## config.mk

```make
export PLATFORM = sky130hd
export DESIGN_NAME = chunk_add_sequencer
export DESIGN_NICKNAME = d
export VERILOG_FILES = /design/src/rtl/chunk_add_sequencer.sv
export SDC_FILE = /design/constraint.sdc
export NUM_CORES = 1
export LEC_CHECK = 0
export ABC_CLOCK_PERIOD_IN_PS = 2400
export BUFFER_PORTS_ARGS = -buffer_cell sky130_fd_sc_hd__buf_4
export CELL_PAD_IN_SITES_DETAIL_PLACEMENT = 1
export CELL_PAD_IN_SITES_GLOBAL_PLACEMENT = 2
export CORE_MARGIN = 8
export CORE_UTILIZATION = 33
export DETAILED_ROUTE_END_ITERATION = 6
export GPL_TIMING_DRIVEN = 1
export PLACE_DENSITY = 0.86
export SYNTH_ARGS = -nofsm -noshare
export SYNTH_HDL_FRONTEND = slang
export SYNTH_SLANG_ARGS = --single-unit
```

## constraint.sdc

```tcl
create_clock -name iClk -period 2.4 [get_ports iClk]
set_clock_uncertainty 0.1 [all_clocks]
set_input_delay 0.48 -clock iClk [delete_from_list [all_inputs] [get_ports iClk]]
set_output_delay 0.48 -clock iClk [all_outputs]
set_load 0.02 [all_outputs]
```

## src/rtl/chunk_add_sequencer.sv

```systemverilog
// Wide adder sequencer: feeds one CHUNK-bit shared adder one chunk per clock, LSB first.
// Optional macro CHUNK_ADD_SUB_EN adds an iSub port for two's-complement subtraction.
module chunk_add_sequencer #(
    parameter int CHUNK  = 10,
    parameter int NCHUNK = 4
) (
    input  logic                    iClk,
    input  logic                    iRst_n,
    input  logic                    iStart,
    input  logic [CHUNK*NCHUNK-1:0] iA,
    input  logic [CHUNK*NCHUNK-1:0] iB,
    input  logic                    iCarry,
`ifdef CHUNK_ADD_SUB_EN
    input  logic                    iSub,
`endif
    output logic                    oReady,
    output logic                    oValid,
    input  logic                    iAck,
    output logic [CHUNK*NCHUNK-1:0] oRes,
    output logic                    oCarry,
    output logic [CHUNK-1:0]        oAdA,
    output logic [CHUNK-1:0]        oAdB,
    output logic                    oAdCin,
    input  logic [CHUNK-1:0]        iAdRes,
    input  logic                    iAdCout
);

    localparam int W  = CHUNK * NCHUNK;
    localparam int CW = (NCHUNK > 1) ? $clog2(NCHUNK) : 1;
    localparam logic [CW-1:0] LAST = CW'(NCHUNK - 1);

    typedef enum logic [1:0] {
        IDLE,
        RUN,
        DONE
    } state_t;

    state_t          state;
    state_t          state_next;
    logic [CW-1:0]   cnt;
    logic [W-1:0]    a_reg;
    logic [W-1:0]    b_reg;
    logic [W-1:0]    res_acc;
    logic [W-1:0]    res_next;
    logic            carry_reg;
    logic            init_carry;
    logic [CHUNK-1:0] a_chunk;
    logic [CHUNK-1:0] b_chunk;

    assign a_chunk = a_reg[cnt*CHUNK +: CHUNK];

`ifdef CHUNK_ADD_SUB_EN
    logic sub_reg;

    // Subtraction is A + ~B + 1, so the chain starts with a forced carry.
    assign b_chunk    = sub_reg ? ~b_reg[cnt*CHUNK +: CHUNK] : b_reg[cnt*CHUNK +: CHUNK];
    assign init_carry = iSub ? 1'b1 : iCarry;

    always_ff @(posedge iClk or negedge iRst_n) begin
        if (!iRst_n) begin
            sub_reg <= 1'b0;
        end else if (state == IDLE && iStart) begin
            sub_reg <= iSub;
        end
    end
`else
    assign b_chunk    = b_reg[cnt*CHUNK +: CHUNK];
    assign init_carry = iCarry;
`endif

    always_comb begin
        res_next = res_acc;
        res_next[cnt*CHUNK +: CHUNK] = iAdRes;
    end

    always_ff @(posedge iClk or negedge iRst_n) begin
        if (!iRst_n) begin
            state <= IDLE;
        end else begin
            state <= state_next;
        end
    end

    // The shared adder inputs stay at zero outside RUN so other users can share it cleanly.
    always_comb begin
        state_next = state;
        oReady     = 1'b0;
        oValid     = 1'b0;
        oAdA       = '0;
        oAdB       = '0;
        oAdCin     = 1'b0;
        case (state)
            IDLE: begin
                oReady = 1'b1;
                if (iStart) begin
                    state_next = RUN;
                end
            end
            RUN: begin
                oAdA   = a_chunk;
                oAdB   = b_chunk;
                oAdCin = carry_reg;
                if (cnt == LAST) begin
                    state_next = DONE;
                end
            end
            DONE: begin
                oValid = 1'b1;
                if (iAck) begin
                    state_next = IDLE;
                end
            end
            default: state_next = IDLE;
        endcase
    end

    always_ff @(posedge iClk or negedge iRst_n) begin
        if (!iRst_n) begin
            cnt       <= '0;
            a_reg     <= '0;
            b_reg     <= '0;
            res_acc   <= '0;
            carry_reg <= 1'b0;
            oRes      <= '0;
            oCarry    <= 1'b0;
        end else begin
            case (state)
                IDLE: begin
                    if (iStart) begin
                        a_reg     <= iA;
                        b_reg     <= iB;
                        carry_reg <= init_carry;
                        cnt       <= '0;
                    end
                end
                RUN: begin
                    res_acc   <= res_next;
                    carry_reg <= iAdCout;
                    if (cnt == LAST) begin
                        oRes   <= res_next;
                        oCarry <= iAdCout;
                    end else begin
                        cnt <= cnt + 1'b1;
                    end
                end
                default: ;
            endcase
        end
    end

endmodule

```

==> reports/results.tsv <==
stage	metric	value	unit
outcome	outcome	finished with violations	
outcome	violations	negative setup slack	
cells_and_area	antenna_cells	0	
timing	rsz0062_at_grt	yes	
timing	maxSlewViolCount	0	
global_routing	grtUsageTotal	17.4	%
routing	routed-via-count	6107	
timing	finalHoldViolCount	0	
power_and_ir_drop	switchingPower	6.43	mW
synthesis	avgSynthCellArea	11.8	sq um
timing	final.period_utilization	104	%
cells_and_area	fin_util	44.1	%
timing	setup_viol	20	
synthesis	yosysUniqueCellTypes	50	
global_routing	grt_max_degree	65	
placement	dp_cells	1157	
routing	routedWlPerCell	20.7	um
power_and_ir_drop	p_clk_share	17.0	%
clock_tree	path_clk_slew	0.07	ns
routing	first_iter_violations	382	
clock_tree	cts_buffers	17	
timing	worst_pin_slew	0.562	ns
routing	drt_wl_total	24.7	mm
setup_path	endpoint_kind	output port	
global_routing	grt_pass1_wl	39.3	mm
die	coreArea	24000	sq um
synthesis	synth_edf_count	0	
routing	drc	0	
cells_and_area	synthToLayoutAreaGrowth	32.9	%
setup_path	critical_path_required	1.82	ns
synthesis	synth.most_common_cell	dfrtp_1	
power_and_ir_drop	comb_power_share	53.3	%
clock_tree	clk-insertion-delay-late	0.43	ns
routing	drt-pass1-iter-count	5	
setup_path	worstPathMaxFanout	6	
power_and_ir_drop	seqPwrFrac	29.6	%
synthesis	synth_top_cell_by_area	dfrtp_1	
timing	setup_tns	-1.63	ns
timing	maxSlewHeadroom	62.3	%
setup_path	arrival	1.93	ns
die	die-area	29300	sq um
placement	preCtsSetupSlack	-0.0791	ns
die	die_h	171	um
cells_and_area	drive_above_1_share	44.4	%
power_and_ir_drop	cellInternalPower	9.77	mW
global_routing	grt_remaining_overflow	0	
global_routing	grt_pass1_vias	6788	
synthesis	synth_top_flop_cell	dfrtp_1	
cells_and_area	fillers	2593	
synthesis	syn_inst	676	
clock_tree	clock_sinks	166	
synthesis	syn-num-nets	778	
power_and_ir_drop	power_density	1530	nW/um^2
placement	gp_congestion	0.840	
synthesis	synth_top_area_share	52.2	%
clock_tree	cts-root-buf	clkbuf_16	
placement	detailed_place_hpwl	18.0	mm
timing	timing.fmax	399	MHz
die	die_w	171	um
hold_path	hp-class	input pin to flop	
synthesis	async_reset_ff_share	100	%
cells_and_area	nets	959	
die	ioPinCount	160	
placement	portBuffers	159	
cells_and_area	instances_no_fill	1194	
timing	worst_hold_slack	0.140	ns
power_and_ir_drop	power_leakage	4.64	nW
timing	period_needed	2.51	ns
run	maxCapViolations	0	
power_and_ir_drop	ir_worst_vdd	881	uV
routing	vias_per_cell	5.11	
synthesis	synthTopCellsByArea	dfrtp_1 (52%), mux2_2 (12%), mux4_2 (6.2%)	
power_and_ir_drop	swShare	39.7	%
synthesis	ys_seq_area_share	52.2	%
clock_tree	cts_buffer_depth	2	
timing	fin_ws	-0.108	ns
setup_path	crit_type	flop to output port	
clock_tree	cts_tree	done	
routing	antenna_left	0	
die	rows	57	
clock_tree	cts_max_level	4	
die	initial_utilization	33.2	%
setup_path	start_kind	flop	
synthesis	ys_warn_count	0	
synthesis	ys_seq_elements	166	
synthesis	synth_common_cells	dfrtp_1 (166), mux2_2 (88), nand2_1 (71)	
synthesis	syn-cell-area	7950	sq um
global_routing	antenna_found_initial	0	
routing by layer:
metal	share of wire, %	global-route usage (%)	routed length [um]	up-vias
li1	-	-	-	2821
met1	41	20.8	10200	3091
met2	48	28.1	11800	178
met3	9.9	7.96	2450	17
met4	0.92	4.50	227	0
met5	0	0	0	-
through the flow:
stage	area [sq um]	power [mW]
after floorplan	7950	9.72
after global placement	9720	12.5
after detailed placement	9720	12.8
after CTS	10500	16.3
after global routing	10600	17.2
final	10600	16.2
layout make-up:
| type | count | area, sq um | share of cell area [%] |
|---|---|---|---|
| Clock inverter | 14 | 155 | 1.47 |
| Multi-Input combinational cell | 453 | 3590 | 34.0 |
| Tap cell | 324 | 405 | 3.84 |
| Inverter | 9 | 33.8 | 0.320 |
| Sequential cell | 166 | 4160 | 39.3 |
| Timing Repair Buffer | 210 | 1790 | 16.9 |
| Clock buffer | 18 | 439 | 4.16 |
logic make-up (layout without fill, tap and decap cells):
family / count (synthesis) / after routing / synth area share (%)
simple gates: 186 / 186 / 12.0
buf+inv: 57 / 251 / 3.71
compound gates: 140 / 140 / 11.0
fa+ha+maj: 6 / 6 / 0.944
mux: 121 / 121 / 20.1
flops: 166 / 166 / 52.2
critical path, cell delays in order (launching register included):
cell and delay [ns]:
dfrtp_2 0.38, buf_8 0.14, buf_12 0.15, mux4_2 0.52, and2_4 0.18, buf_6 0.13
timing repair:
item,4_1_cts,5_1_grt
endpoints found under the setup margin,22,43
gates cloned,2,0
pin swaps,1,1
buffers inserted,1,1
resized for setup,46,8
hold buffers,1,0
hold endpoints to repair,33,0
layout by cell type, fill, tap and decap left out, types with 4 or more instances in the layout:
cell | synthesis | layout
a21oi_1 | 34 | 34
a221oi_1 | 6 | 6
a31oi_1 | 4 | 4
a32o_1 | 4 | 4
a32oi_1 | 7 | 7
and2_1 | 26 | 5
and2_4 | 0 | 21
buf_12 | 0 | 6
buf_4 | 3 | 177
buf_6 | 6 | 23
clkbuf_16 | 0 | 17
dfrtp_1 | 166 | 165
inv_1 | 8 | 8
inv_6 | 0 | 4
inv_8 | 0 | 4
mux2_2 | 88 | 88
mux2i_1 | 10 | 9
mux4_2 | 22 | 22
nand2_1 | 71 | 70
nand2b_1 | 4 | 4
nand3_1 | 11 | 11
nand3b_1 | 6 | 6
nor2_1 | 26 | 26
nor2b_1 | 10 | 9
nor3b_1 | 16 | 16
o21ai_0 | 52 | 52
o21ai_1 | 10 | 10
o31ai_1 | 5 | 5
worst paths after layout:
kind	start	end	slack, ns	depth (start not counted)
max in group asynchronous	iRst_n	oRes[0]$_DFFE_PN0P_	1.09	3
worst min-delay path	iAck	state[1]$_DFFE_PN0P_	0.14	2
worst min register to register	res_acc[15]$_DFFE_PN0P_	res_acc[15]$_DFFE_PN0P_	0.37	2
min in group asynchronous	iRst_n	oRes[3]$_DFFE_PN0P_	0.45	2
worst max register to register	cnt[0]$_DFFE_PN0P_	oRes[7]$_DFFE_PN0P_	0.02	7
worst max-delay path	cnt[0]$_DFFE_PN0P_	oAdB[4]	-0.11	5
power groups by stage:
stage	Combinational (mW)	Sequential, mW	Clock (mW)
5_1_grt	9.34	4.97	2.94
6_report	8.64	4.80	2.76
3_5_place_dp	7.97	4.86	0
3_3_place_gp	7.76	4.77	0
2_1_floorplan	4.75	4.97	0
4_1_cts	8.66	4.81	2.84
Power figures use the tool's default switching activity.
